**src/rtl/cpu_step_ctrl.sv**
```systemverilog
// cpu_step_ctrl: run-control stage for the core.
// Turns the divided slow clock, a bouncing step push-button and the mode switches into a
// registered single-cycle-qualified clock enable (cpu_en) in the clk domain. Supports halt,
// full-speed, slow-tick and single-step modes, plus a sticky break entered on halt_req.
// Ports:
//   clk, rst_n    system clock, asynchronous active-low reset
//   slow_clk      divided clock, treated as an asynchronous level
//   step_btn      raw push-button, active high, bouncing
//   mode          raw switches: 00 halt, 01 run, 10 slow, 11 step
//   halt_req      core break request (clk domain level)
//   count_clr     synchronous clear of step_count (wins over increment)
//   cpu_en        core clock enable (registered)
//   halted        1 while in halt or break (registered)
//   state         current FSM state encoding for the LED display
//   step_count    number of cycles with cpu_en=1, wraps
module cpu_step_ctrl #(
    parameter int unsigned DEBOUNCE_CYCLES = 1_000_000,
    parameter int unsigned COUNT_W         = 32
) (
    input  logic               clk,
    input  logic               rst_n,
    input  logic               slow_clk,
    input  logic               step_btn,
    input  logic [1:0]         mode,
    input  logic               halt_req,
    input  logic               count_clr,
    output logic               cpu_en,
    output logic               halted,
    output logic [2:0]         state,
    output logic [COUNT_W-1:0] step_count
);

    localparam int unsigned DbW = (DEBOUNCE_CYCLES > 1) ? $clog2(DEBOUNCE_CYCLES) : 1;
    localparam logic [DbW-1:0] DbMax = DbW'(DEBOUNCE_CYCLES - 1);

    typedef enum logic [2:0] {
        StHalt  = 3'd0,
        StRun   = 3'd1,
        StSlow  = 3'd2,
        StStep  = 3'd3,
        StBreak = 3'd4
    } state_e;

    // Synchronisers; slow_s3 is the edge-detect history stage.
    logic       slow_s1, slow_s2, slow_s3;
    logic       btn_s1, btn_s2;
    logic [1:0] mode_s1, mode_s2;

    logic [DbW-1:0] db_cnt_q, db_cnt_d;
    logic           db_lvl_q, db_lvl_d;

    state_e               state_q, state_d, mode_state;
    logic                 cpu_en_q, cpu_en_d;
    logic                 halted_q, halted_d;
    logic [COUNT_W-1:0]   count_q;

    logic tick, press, btn_diff, db_done;

    always_ff @(posedge clk or negedge rst_n) begin
        if (!rst_n) begin
            slow_s1  <= 1'b0;
            slow_s2  <= 1'b0;
            slow_s3  <= 1'b0;
            btn_s1   <= 1'b0;
            btn_s2   <= 1'b0;
            mode_s1  <= 2'b00;
            mode_s2  <= 2'b00;
            db_cnt_q <= '0;
            db_lvl_q <= 1'b0;
            state_q  <= StHalt;
            cpu_en_q <= 1'b0;
            halted_q <= 1'b1;
            count_q  <= '0;
        end else begin
            slow_s1  <= slow_clk;
            slow_s2  <= slow_s1;
            slow_s3  <= slow_s2;
            btn_s1   <= step_btn;
            btn_s2   <= btn_s1;
            mode_s1  <= mode;
            mode_s2  <= mode_s1;
            db_cnt_q <= db_cnt_d;
            db_lvl_q <= db_lvl_d;
            state_q  <= state_d;
            cpu_en_q <= cpu_en_d;
            halted_q <= halted_d;
            if (count_clr) begin
                count_q <= '0;
            end else if (cpu_en_q) begin
                count_q <= count_q + COUNT_W'(1);
            end
        end
    end

    assign tick = slow_s2 & ~slow_s3;

    // Debounce: count consecutive cycles in which the synced button disagrees with the
    // accepted level; a press is the cycle the accepted level flips to 1.
    always_comb begin
        btn_diff = (btn_s2 != db_lvl_q);
        db_done  = btn_diff && (db_cnt_q == DbMax);
        press    = db_done & btn_s2;
        db_lvl_d = db_done ? btn_s2 : db_lvl_q;
        if (!btn_diff || db_done) begin
            db_cnt_d = '0;
        end else begin
            db_cnt_d = db_cnt_q + DbW'(1);
        end
    end

    always_comb begin
        state_d    = state_q;
        cpu_en_d   = 1'b0;
        mode_state = state_e'({1'b0, mode_s2});
        if (state_q == StBreak) begin
            // The exit press only releases the break; it never produces an enable.
            if (press) begin
                state_d = mode_state;
            end
        end else if (halt_req) begin
            state_d = StBreak;
        end else begin
            state_d = mode_state;
            // A tick or press landing in a mode-switch cycle is dropped.
            if (mode_state == state_q) begin
                case (state_q)
                    StRun:   cpu_en_d = 1'b1;
                    StSlow:  cpu_en_d = tick;
                    StStep:  cpu_en_d = press;
                    default: cpu_en_d = 1'b0;
                endcase
            end
        end
        halted_d = (state_d == StHalt) || (state_d == StBreak);
    end

    assign cpu_en     = cpu_en_q;
    assign halted     = halted_q;
    assign state      = state_q;
    assign step_count = count_q;

endmodule

```
**config.mk**
```make
export PLATFORM = sky130hd
export DESIGN_NAME = cpu_step_ctrl
export DESIGN_NICKNAME = d
export VERILOG_FILES = /design/src/rtl/cpu_step_ctrl.sv
export SDC_FILE = /design/constraint.sdc
export NUM_CORES = 1
export LEC_CHECK = 0
export ABC_AREA = 1
export CAP_MARGIN = 10
export CORE_MARGIN = 2
export CORE_UTILIZATION = 35
export CTS_CLUSTER_DIAMETER = 50
export DETAILED_ROUTE_END_ITERATION = 8
export PLACE_DENSITY = 0.52
export SLEW_MARGIN = 20
export SYNTH_ARGS = -nofsm -noshare
export SYNTH_HDL_FRONTEND = slang
export SYNTH_SLANG_ARGS = --single-unit
```
**constraint.sdc**
```tcl
create_clock -name clk -period 2.2 [get_ports clk]
set_input_delay 0.55 -clock clk [delete_from_list [all_inputs] [get_ports clk]]
set_output_delay 0.55 -clock clk [all_outputs]
set_load 0.05 [all_outputs]
```
==> flow_metrics.env <==
export IMPL_holdBufCountCts=0
export IMPL_maxCapViolCount=0
export IMPL_worstMarginPinSlew_ps=502.5
export IMPL_cts_tree="done"
export IMPL_diodes=0
export IMPL_critPathLaunchType="register"
export IMPL_required_ps=1650
export IMPL_worstPathMaxFanout=4
export IMPL_drt_iter0_markers=120
export IMPL_fin_area_um2=4516
export IMPL_finClkSkew_ps=9.673
export IMPL_slew_headroom=0.6639
export IMPL_worstReg2RegStart="db_cnt_q[0]"
export IMPL_fin_crit_ps=2147
export IMPL_cts_buffers=9
export IMPL_place_hpwl_um=6710
export IMPL_max_clock_freq_ghz=0.4657
export IMPL_p_comb_frac=0.059
export IMPL_status="complete, no violations"
export IMPL_pwr_share_seq=0.536
export IMPL_place_area_um2=4325
export IMPL_worstSetupEndpointType="output port"
export IMPL_row_count=37
export IMPL_startpoint="step_count[0]"
export IMPL_hold_viol=0
export IMPL_gp_congestion=0.8674
export IMPL_rsz0062_at_grt="no"
export IMPL_clk_latency_ps=350
export IMPL_antenna_found_initial=0
export IMPL_yosys_area_top_type="dfrtp_1"
export IMPL_synth_seq_area_share=0.4526
export IMPL_fill_cells=1070
export IMPL_crit_type="register to output port"
export IMPL_fin_nets=569
export IMPL_syn_area_per_cell_um2=7.385
export IMPL_critPathTopFamily="buffers and inverters"
export IMPL_coreArea_um2=10320
export IMPL_drc_errors=0
export IMPL_powerDensity_nw_per_um2=521.7
export IMPL_grt_pass1_wl_um=15390
export IMPL_htreeDepth=3
export IMPL_die_h_um=106.9
export IMPL_yosys_warnings=0
export IMPL_intPower_mw=1.710
export IMPL_path_cells="clkdlybuf4s50_1"
export IMPL_netlist_area_um2=3707
export IMPL_cp_arrival_ps=1600
export IMPL_synth_cell_types=33
export IMPL_die_area_um2=11430
export IMPL_cpPeakStageDelay_ps=830
export IMPL_setup_tns_ps=0
export IMPL_avgViaCountPerCell=4.717
export IMPL_leakage_nw=2.186
export IMPL_io_buffers=44
export IMPL_synth_area_leaders="dfrtp_1, nand2_1, nor2_1"
export IMPL_synth_nets=512
export IMPL_setup_violations_final=0
export IMPL_drive_gt1_frac=0.09220
export IMPL_clock_root_buffer="clkbuf_8"
export IMPL_grt_max_degree=52
export IMPL_ios=45
export IMPL_synth_flop_cell="dfrtp_1"
export IMPL_clock_path_buffers=2
export IMPL_hp_class="input pin to async pin"
export IMPL_ir_worst_vdd_v=0.0002621
export IMPL_cts_sinks=67
export IMPL_slowest_stage="clkdlybuf4s50_1"
export IMPL_crit_buf_inv=1
export IMPL_switchingPower_mw=0.6456
export IMPL_clkPwrFrac=0.405
export IMPL_num_vias=3302
export IMPL_grt_overflow=0
export IMPL_synthTopCellsByCount="nand2_1, nor2_1, dfrtp_1, inv_1, nand3_1"
export IMPL_grt_usage=0.1701
export IMPL_syn2layout_area_growth_pct=21.80
export IMPL_wire_per_inst_um=12.80
export IMPL_synth_top_cell_area_share=0.4455
export IMPL_synth_edf_count=0
export IMPL_ys_seq_elements=67
export IMPL_syn_inst=502
export IMPL_swShare=0.2741
export IMPL_initial_core_util=0.3591
export IMPL_grt_pass1_vias=3261
export IMPL_layout_worst_path_cycle_share=0.9761
export IMPL_drt_first_pass_iters=4
export IMPL_drt_total_wl_um=8960
export IMPL_drv_slew=0
export IMPL_clk_pin_slew_ps=90
export IMPL_antenna_left=0
export IMPL_die_w_um=106.9
export IMPL_post_synth_top_count_cell="nand2_1"
export IMPL_async_flop_share=1.000
==> cell families (layout without fill, tap and decap cells) <==
group                      count (synthesis)  in the layout  synth area share
AOI/OAI and AO/OA                         37             37           0.05333
xor gates and xnor gates                  13             13           0.03071
and+or+nand+nor                          313            313            0.3807
adders and majority gates                  2              2          0.006749
DFF                                       67             67            0.4526
buffers and inverters                     70            132           0.07594
==> through the flow <==
stage / setup slack (ps) / util / cells / total power, mW / hold WS [ps]
finish: 52.61 / 0.4374 / 700 / 2.356 / 121.9
global route: 2.083 / 0.4374 / 700 / 2.477 / 139.5
CTS: 5.862 / 0.4350 / 700 / 2.406 / 128.8
detailed placement: 129.3 / 0.4190 / 684 / 1.431 / 335.6
global placement: 173.9 / 0.4190 / 684 / 1.429 / 332.3
floorplan: 396.8 / - / 502 / 1.357 / 254.4
==> layout make-up <==
| class | instances | area, um^2 | area share |
|---|---|---|---|
| clock buffer | 9 | 123.9 | 0.02743 |
| tap | 136 | 170.2 | 0.03768 |
| timing repair buffer | 51 | 500.5 | 0.1108 |
| clock inverter | 7 | 51.30 | 0.01136 |
| sequential | 67 | 1678 | 0.3716 |
| inverter | 65 | 244.0 | 0.05403 |
| multi-input combinational | 365 | 1748 | 0.3871 |
==> final timing paths <==
path	to	slack (ps)	depth (start not counted)
worst max-delay path	step_count[0]	50	1
worst min-delay path	step_count[9]	120	1
worst max register to register	db_cnt_q[10]	330	8
worst min register to register	mode_s2[1]	350	0
max in group asynchronous	halted	1400	2
min in group clk	mode_s2[1]	350	0
==> cell usage in the layout (no fill, tap or decap), types with 2 or more instances in the layout <==
master,n
nor2_4,6
dlymetal6s2s_1,10
nor2_2,5
nor2_1,100
or2_2,2
nor3_1,9
clkdlybuf4s50_1,19
a21oi_1,20
inv_1,64
clkinv_2,2
clkinvlp_4,2
nand2_2,3
xnor2_1,3
nand3_1,29
o21ai_0,12
ha_1,2
nand2_1,130
dlygate4sd2_1,8
buf_4,12
nor3b_1,5
dfrtp_1,66
xor2_1,10
inv_6,2
clkbuf_8,9
nand4_1,18
==> registers in the layout, indices dropped and copies added (netlist names) <==
| name | cells |
|---|---|
| state | 3 |
| slow_s3 | 1 |
| db_lvl_q | 1 |
| btn_s2 | 1 |
| db_cnt_q | 20 |
| cpu_en | 1 |
| btn_s1 | 1 |
| slow_s2 | 1 |
| mode_s1 | 2 |
| step_count | 32 |
| halted | 1 |
| mode_s2 | 2 |
| slow_s1 | 1 |
==> timing repair <==
action | CTS | global route
gates resized for setup | 8 | 10
endpoints found under the setup margin | 8 | 10
setup buffers | 0 | 0
==> per-layer routing <==
layer / share of wire / track usage / wire length, um / up-vias
met1: 0.45 / 0.2074 / 4066 / 1535
met4: 0.0099 / 0.04638 / 89 / 0
met3: 0.032 / 0.03891 / 290 / 11
li1: - / - / - / 1702
met5: 0 / 0 / 0 / -
met2: 0.50 / 0.3012 / 4514 / 54
==> power groups by stage <==
stage,clock network [mW],logic [mW],registers (mW)
6_report,0.953,0.139,1.26
5_1_grt,1.05,0.158,1.27
4_1_cts,0.999,0.143,1.26
3_5_place_dp,0,0.142,1.29
3_3_place_gp,0,0.141,1.29
2_1_floorplan,0,0.0511,1.31
Power figures use the tool's default switching activity.
